File: src/rtl/ipv_burst_scheduler.sv
// Round-robin burst scheduler sharing one serial IPV reducer among lanes.
// A granted lane streams exactly K beats into the reducer. Each finished
// burst is tagged with its lane id, and the tag is delayed so that it
// emerges together with the reducer's vov result.
module ipv_burst_scheduler #(
    parameter int N_LANES = 4,
    parameter int K       = 4,
    parameter int RED_LAT = 3,
    parameter int GAP     = 0,
    parameter int LW      = (N_LANES > 1) ? $clog2(N_LANES) : 1
) (
    input  logic               clk,
    input  logic               rst_n,
    input  logic [N_LANES-1:0] lane_req,
    input  logic [N_LANES-1:0] lane_bit,
    input  logic               hold,
    output logic [N_LANES-1:0] lane_pop,
    output logic               red_ipv_in,
    output logic               red_valid,
    output logic               res_valid,
    output logic [LW-1:0]      res_lane,
    output logic               busy
);

    localparam int BW = (K > 1) ? $clog2(K) : 1;
    localparam int GW = (GAP > 1) ? $clog2(GAP) : 1;

    typedef enum logic [1:0] {
        ST_IDLE  = 2'd0,
        ST_BURST = 2'd1,
        ST_GAP   = 2'd2
    } state_t;

    state_t                      state_r, state_s;
    logic [LW-1:0]               grant_r, grant_s;
    logic [LW-1:0]               last_grant_r, last_grant_s;
    logic [BW-1:0]               beat_r, beat_s;
    logic [GW-1:0]               gap_cnt_r, gap_cnt_s;
    logic                        push_s;
    logic                        arb_s;
    logic                        start_s;
    logic [LW-1:0]               winner_s;
    logic [RED_LAT-1:0]          tag_v_r;
    logic [RED_LAT-1:0][LW-1:0]  tag_lane_r;

    // First requesting lane strictly after 'last', wrapping; 'last' itself
    // is examined last so a sole requester can win again.
    function automatic logic [LW-1:0] pick_winner(
        input logic [N_LANES-1:0] req,
        input logic [LW-1:0]      last
    );
        logic [LW-1:0] win;
        logic [LW-1:0] idx;
        logic          found;
        win   = last;
        found = 1'b0;
        for (int i = 1; i <= N_LANES; i++) begin
            idx = LW'((int'(last) + i) % N_LANES);
            if (!found && req[idx]) begin
                win   = idx;
                found = 1'b1;
            end else begin
                found = found;
            end
        end
        return win;
    endfunction

    assign winner_s = pick_winner(lane_req, last_grant_r);
    assign start_s  = arb_s && (|lane_req) && !hold;

    // Next-state logic: burst sequencing, gap timing and arbitration points.
    always_comb begin
        state_s      = state_r;
        grant_s      = grant_r;
        last_grant_s = last_grant_r;
        beat_s       = beat_r;
        gap_cnt_s    = gap_cnt_r;
        push_s       = 1'b0;
        arb_s        = 1'b0;
        case (state_r)
            ST_IDLE: begin
                arb_s = 1'b1;
            end
            ST_BURST: begin
                if (beat_r == BW'(K - 1)) begin
                    push_s = 1'b1;
                    beat_s = '0;
                    if (GAP > 0) begin
                        state_s   = ST_GAP;
                        gap_cnt_s = '0;
                    end else begin
                        state_s = ST_IDLE;
                        arb_s   = 1'b1;
                    end
                end else begin
                    beat_s = beat_r + BW'(1);
                end
            end
            ST_GAP: begin
                // The final gap cycle doubles as the arbitration cycle so a
                // waiting lane sees exactly GAP idle beats between bursts.
                if (gap_cnt_r == GW'(GAP - 1)) begin
                    state_s = ST_IDLE;
                    arb_s   = 1'b1;
                end else begin
                    gap_cnt_s = gap_cnt_r + GW'(1);
                end
            end
            default: begin
                state_s = ST_IDLE;
            end
        endcase
        if (start_s) begin
            state_s      = ST_BURST;
            grant_s      = winner_s;
            last_grant_s = winner_s;
            beat_s       = '0;
        end else begin
            grant_s      = grant_r;
            last_grant_s = last_grant_r;
        end
    end

    // Control state registers; lane 0 wins first after reset.
    always_ff @(posedge clk or negedge rst_n) begin
        if (!rst_n) begin
            state_r      <= ST_IDLE;
            grant_r      <= '0;
            last_grant_r <= LW'(N_LANES - 1);
            beat_r       <= '0;
            gap_cnt_r    <= '0;
        end else begin
            state_r      <= state_s;
            grant_r      <= grant_s;
            last_grant_r <= last_grant_s;
            beat_r       <= beat_s;
            gap_cnt_r    <= gap_cnt_s;
        end
    end

    // Tag pipeline: lane id of each finished burst, delayed to meet vov.
    always_ff @(posedge clk or negedge rst_n) begin
        if (!rst_n) begin
            tag_v_r    <= '0;
            tag_lane_r <= '0;
        end else begin
            tag_v_r[0]    <= push_s;
            tag_lane_r[0] <= push_s ? grant_r : LW'(0);
            for (int i = 1; i < RED_LAT; i++) begin
                tag_v_r[i]    <= tag_v_r[i-1];
                tag_lane_r[i] <= tag_lane_r[i-1];
            end
        end
    end

    // Reducer feed: granted lane's head bit, all zero outside a burst.
    always_comb begin
        lane_pop   = '0;
        red_valid  = 1'b0;
        red_ipv_in = 1'b0;
        if (state_r == ST_BURST) begin
            lane_pop[grant_r] = 1'b1;
            red_valid         = 1'b1;
            red_ipv_in        = lane_bit[grant_r];
        end else begin
            lane_pop   = '0;
            red_valid  = 1'b0;
            red_ipv_in = 1'b0;
        end
    end

    assign res_valid = tag_v_r[RED_LAT-1];
    assign res_lane  = tag_lane_r[RED_LAT-1];
    assign busy      = (state_r != ST_IDLE) || (|tag_v_r);

endmodule

File: config.mk
export PLATFORM = sky130hd
export DESIGN_NAME = ipv_burst_scheduler
export DESIGN_NICKNAME = d
export VERILOG_FILES = /design/src/rtl/ipv_burst_scheduler.sv
export SDC_FILE = /design/constraint.sdc
export NUM_CORES = 1
export LEC_CHECK = 0
export CAP_MARGIN = 20
export CELL_PAD_IN_SITES_DETAIL_PLACEMENT = 0
export CELL_PAD_IN_SITES_GLOBAL_PLACEMENT = 1
export CORE_UTILIZATION = 38
export CTS_BUF_LIST = sky130_fd_sc_hd__clkbuf_8 sky130_fd_sc_hd__clkbuf_16
export DETAILED_ROUTE_END_ITERATION = 7
export PLACE_DENSITY = 0.87
export SLEW_MARGIN = 20
export SYNTH_ARGS = -nofsm -noshare
export SYNTH_HDL_FRONTEND = slang
export SYNTH_SLANG_ARGS = --single-unit
export TNS_END_PERCENT = 100
File: constraint.sdc
create_clock -name clk -period 3.9 [get_ports clk]
set_input_delay 0.78 -clock clk [delete_from_list [all_inputs] [get_ports clk]]
set_output_delay 0.78 -clock clk [all_outputs]
set_load 0.005 [all_outputs]
==> metrics, run 1 <==
cts bufs inserted 3; setup TNS 0 ps; power per cell area 685.1 nW/um2; path type of the worst min-delay path reg -> reg; dpl hpwl roughly 1000 um; grt ovf 0; reg2reg setup slack 2360 ps; Detailed Route Iter0 Violations 2; Post-CTS Resized 0; initial antenna violation count 0; Worst setup EP type output pin; outcome finished, final reports clean; first-pass GRT wire length 2187 um; area leader, netlist dfrtp_1; Worst path slowest cell mux4_2; Fmax between 0.3 and 0.4 GHz; drt wl/cell about 12 um; ant diodes 0; CTS root buf clkbuf_8; vias in the first global route about 540; post-CTS setup buffers 0; relative slew slack roughly 55%; Yosys cell types 33; clock buffer depth 2; Post-synth ARST share 100.0%; Placeable Area 1783 um2; critical path class in -> out; Final Max Tran Viols 0; most used cell, CP clkdlybuf4s50_1; Die W 46.41 um; critical path required time around 3100 ps; fin util between 50% and 60%; pin count of the biggest net entering global routing 17; #FFs+latches synth 16; CP Cell Sequence clkdlybuf4s50_1, mux4_2, and2_1, clkdlybuf4s50_1; Tot GR Track Use about 15%; CP Max Fanout 1; Max-Cap Viols 0; prevailing post-synth register cell dfrtp_1; via count about 560; sequential share of the synthesized area 53.76%; CTS H-tree lvls 1; # hold bufs at CTS 0; Final Hold Viols 0; DRT Wirelength ~1300 um; Clock Pin Slew Worst Setup and Hold Paths 60 ps; Syn Inst Count between 60 and 70; Finished Layout Cells around 110; Die Y 46.41 um; WP data arrival approximately 2200 ps; Setup crit start kind input pin; Yosys warning count 0; Slew @ Worst Pin 670.2 ps; Final #Nets between 90 and 100; drt first pass iters 4; VDD IR max about 0.33 mV; max incr delay on CP between 400 and 500 ps; drc violations 0; num ports 21; Final min period roughly 3000 ps; initial core utilization between 40 and 50%; Syn Std Cell Area roughly 750 um2; Syn Nets 76; final setup violation count 0; syn_area_per_cell roughly 12 um2; count leader, synth dfrtp_1; dpl cells 105; Leak 0.4262 nW; GP Congestion about 0.75; fraction of layout cells with a size suffix above 1 between 10% and 20%; die area around 2200 um2; row count 15; Max Clock Skew 1.936 ps; post-DR vias/cell between 5 and 6; Detail Route Antenna Nets 0; Area growth syn-to-layout 33.72%; Clk Latency, worst-skew pair roughly 240 ps; number of synthesized flops with an enable pin 0; CTS Sinks 16; Tcrit/Tclk final ~77%; Port Buffer Count 20; RSZ-0062 raised after global routing false; dominant cells by area after synthesis dfrtp_1 47%, dfstp_2 7.0%, nor3b_2 3.3%, o21ai_0 3.3%, mux4_2 3.0%; CTS tree built; synth cell count leaders 14 x dfrtp_1, 5 x o21ai_0, 4 x nand2_1; share of the synthesized area in the top cell type 46.74%
## final cells by class
cell class	count	area, um2
Timing Repair Buffer	20	200.2
Sequential cell	16	402.9
Clock buffer	3	41.29
Fill cell	168	780.7
Inverter	1	3.754
Tap cell	25	31.28
Clock inverter	1	3.754
Multi-Input combinational cell	43	319.1
## worst paths after layout
kind	from	endpoint	cells after the start
setup / recovery	lane_bit[3]	red_ipv_in	4
hold / removal	tag_lane_r[0]	tag_lane_r[2]	0
setup reg to reg	beat_r[0]	last_grant_r[0]	5
hold reg to reg	tag_lane_r[0]	tag_lane_r[2]	0
max in group asynchronous	rst_n	beat_r[0]	1
min in group asynchronous	rst_n	res_lane[0]	1
## layer usage
| layer | vias up | GRT usage [%] | share of wire [%] |
|---|---|---|---|
| met4 | 0 | 8.824 | 0.91 |
| met1 | 271 | 19.01 | 48 |
| met2 | 18 | 22.22 | 45 |
| met5 | - | 0 | 0 |
| li1 | 271 | - | - |
| met3 | 2 | 3.137 | 5.3 |
## power breakdown
part	leakage (nW)	switching [mW]	internal, mW
logic	0.199	0.0933	0.176
clock network	0.0269	0.0487	0.0694
registers	0.201	0.0619	0.237
total	0.426	0.204	0.483
## sequential cells by signal (all words and copies together) (netlist names)
signal        count
tag_lane_r        4
tag_v_r           3
beat_r            2
grant_r           2
last_grant_r      2
res_lane          2
state_r           1
## layout by cell type, fill, tap and decap left out, types with 2 or more instances in the layout
master / n
a21oi_1: 3
and2_1: 2
and3_1: 3
clkbuf_8: 3
clkdlybuf4s50_1: 20
dfrtp_1: 14
dfstp_2: 2
inv_1: 2
nand2_1: 4
nand2b_1: 2
nor2_1: 2
nor3b_2: 2
o21ai_0: 5
o2bb2ai_1: 2
## kinds of logic after synthesis
| kind of cell | share of synthesized area [%] |
|---|---|
| muxes | 4.340 |
| and+or+nand+nor | 21.54 |
| AOI/OAI and AO/OA | 15.03 |
| DFF | 53.76 |
| buffers and inverters | 3.671 |
| adders and majority gates | 1.669 |
## critical path, delay by kind of cell
family                 cells  cell delay [ps]
muxes                      1              450
buffers and inverters      2              840
and+or+nand+nor            1              160
## stage by stage
step / power (mW) / setup slack (ps) / area (um2) / hold slack (ps)
2_1_floorplan: 0.4469 / 1739 / 749.5 / 331.2
3_3_place_gp: 0.5644 / 899.1 / 957.2 / 332.6
3_5_place_dp: 0.5738 / 887.1 / 957.2 / 334.7
4_1_cts: 0.6959 / 887.2 / 1002 / 348.4
5_1_grt: 0.7403 / 866.2 / 1002 / 358.1
6_report: 0.6866 / 889.2 / 1002 / 347.2
(Power assumes the default switching activity.)
==> inputs of run 2 (changes only) <==
CORE_UTILIZATION = 32   (was 38)
PLACE_DENSITY = 0.79   (was 0.87)
clock period = 2.7 ns   (was 3.9 ns; I/O delays follow)
==> metrics, run 2 (synthesis results as in run 1) <==
outcome finished, final reports clean; via count 538 (-4.3%); post-DR vias/cell 4.761 (-7.7%); GP Congestion 0.7130 (-4.8%); CTS Sinks 16 (unchanged); commonest cells after routing, fill and taps aside 20 x clkdlybuf4s50_1, 14 x dfrtp_1, 5 x o21ai_0, 4 x nand2_1, 4 x clkbuf_8; Clk Latency, worst-skew pair 240 ps (about the same); Gate power share 39.7% (+0.5 points); Worst setup EP type output pin; Area after DPL 968.4 um2 (+1.2%); Slew @ Worst Pin 672.2 ps (+2.009 ps); max reg flops 4 (unchanged); Detailed Route Iter0 Violations 2 (unchanged); Max Clock Skew 2.187 ps (+0.2517 ps); switching power 302.8 uW (+49%); row count 17 (+2); Final #Nets 98 (+1.0%); Max-Cap Viols 0 (unchanged); commonest non-fill, non-tap cell in the layout clkdlybuf4s50_1; Port Buffer Count 20 (unchanged); met2 WL 646 um (+8.2%); initial antenna violation count 0 (unchanged); Placeable Area 2212 um2 (+24%); CP Max Fanout 1 (unchanged); Reg power frac 40.7% (-2.9 points); WP data arrival 1990 ps (-240 ps); first-pass GRT wire length 2449 um (+12%); drt first pass iters 3 (-1); # hold bufs at CTS 0 (unchanged); grt ovf 0 (unchanged); num ports 21 (unchanged); Final Hold Viols 0 (unchanged); leading registers by flop count tag_lane_r (4), tag_v_r (3); CTS root buf clkbuf_8; RSZ-0062 raised after global routing false; Clock Power Share 19.6% (+2.4 points); relative slew slack 55.05% (-0.13 points); most flop-heavy register tag_lane_r; final setup violation count 0 (unchanged); path type of the worst min-delay path reg -> reg; Die Y 50.40 um (+8.6%); Final Cell Area 1023 um2 (+2.1%); Leak 0.4324 nW (+1.5%); top sig layer met4; Final min period approximately 2500 ps; drc violations 0 (unchanged); drt wl/cell 11.99 um (-0.45%); Detail Route Antenna Nets 0 (unchanged); die area 2540 um2 (+18%); initial core utilization 33.88% (-8.2 points); final hold slack 346.9 ps (-0.3270 ps); fraction of layout cells with a size suffix above 1 14.12% (+2.2 points); ant diodes 0 (unchanged); pin count of the biggest net entering global routing 17 (unchanged); critical path class in -> out; clock buffer depth 2 (unchanged); Tot GR Track Use 13.02% (-1.7 points); DRT Wirelength 1355 um (+3.2%); post-CTS setup buffers 0 (unchanged); power per cell area 1012 nW/um2 (+48%); critical path required time 2160 ps (-960 ps); Pwr Total 1.036 mW (+51%); Clock Pin Slew Worst Setup and Hold Paths 60 ps (about the same); Final Max Tran Viols 0 (unchanged); Setup crit start kind input pin; Fmax between 0.3 and 0.4 GHz; CTS H-tree lvls 1 (unchanged); Pint 733.3 uW (+52%); VDD IR max 0.3761 mV (+14%); Tcrit/Tclk final around 94%; Die W 50.40 um (+8.6%); CTS tree built; Switching Share 29.23% (-0.46 points); met3 WL post-DR 51 um (-26%); dpl hpwl 1037 um (+4.4%); setup TNS 0 ps (unchanged); cts bufs inserted 3 (unchanged); Area growth syn-to-layout 36.56%; vias in the first global route 536 (unchanged); Post-CTS Resized 0 (unchanged); WL met1 646 um (+2.1%)
## run 2: path summary, 6_finish.rpt
kind	from	slack, ps	endpoint	depth (start not counted)
hold / removal	tag_lane_r[0]	350	tag_lane_r[2]	0
max in group asynchronous	rst_n	1570	tag_lane_r[2]	1
setup / recovery	lane_bit[2]	170	red_ipv_in	4
min in group asynchronous	rst_n	710	tag_v_r[0]	1
setup reg to reg	beat_r[0]	1200	last_grant_r[0]	5
hold reg to reg	tag_lane_r[0]	350	tag_lane_r[2]	0
## run 2: layer usage
layer	up-vias	global-route usage (%)
li1	276	-
met1	247	15.93
met2	13	21.33
met3	2	3.636
met4	0	5.556
met5	-	0
## run 2: per-stage QoR
step	instances	worst slack, ps	utilization [%]
global placement	109	186.2	43.78
floorplan	64	1019	-
CTS	113	155.8	46.27
finish	113	167.7	46.27
detailed placement	109	158.0	43.78
global route	113	110.1	46.27
## run 2: power by group through the flow
| stage | Clock (mW) | Combinational [mW] | Sequential, mW |
|---|---|---|---|
| 2_1_floorplan | 0 | 0.251 | 0.395 |
| 3_3_place_gp | 0 | 0.404 | 0.419 |
| 3_5_place_dp | 0 | 0.415 | 0.425 |
| 4_1_cts | 0.211 | 0.414 | 0.423 |
| 5_1_grt | 0.220 | 0.457 | 0.439 |
| 6_report | 0.203 | 0.411 | 0.422 |
## run 2: final cells by class
cell class / count / area [um2]
Multi-Input combinational cell: 43 / 319.1
Tap cell: 28 / 35.03
Fill cell: 216 / 1189
Timing Repair Buffer: 21 / 207.7
Clock buffer: 4 / 55.05
Inverter: 1 / 3.754
Sequential cell: 16 / 402.9
## run 2: worst max-delay path, stage by stage
cell and delay [ps]:
clkdlybuf4s50_1 410, mux4_2 450, and2_1 160, clkdlybuf4s50_1 430
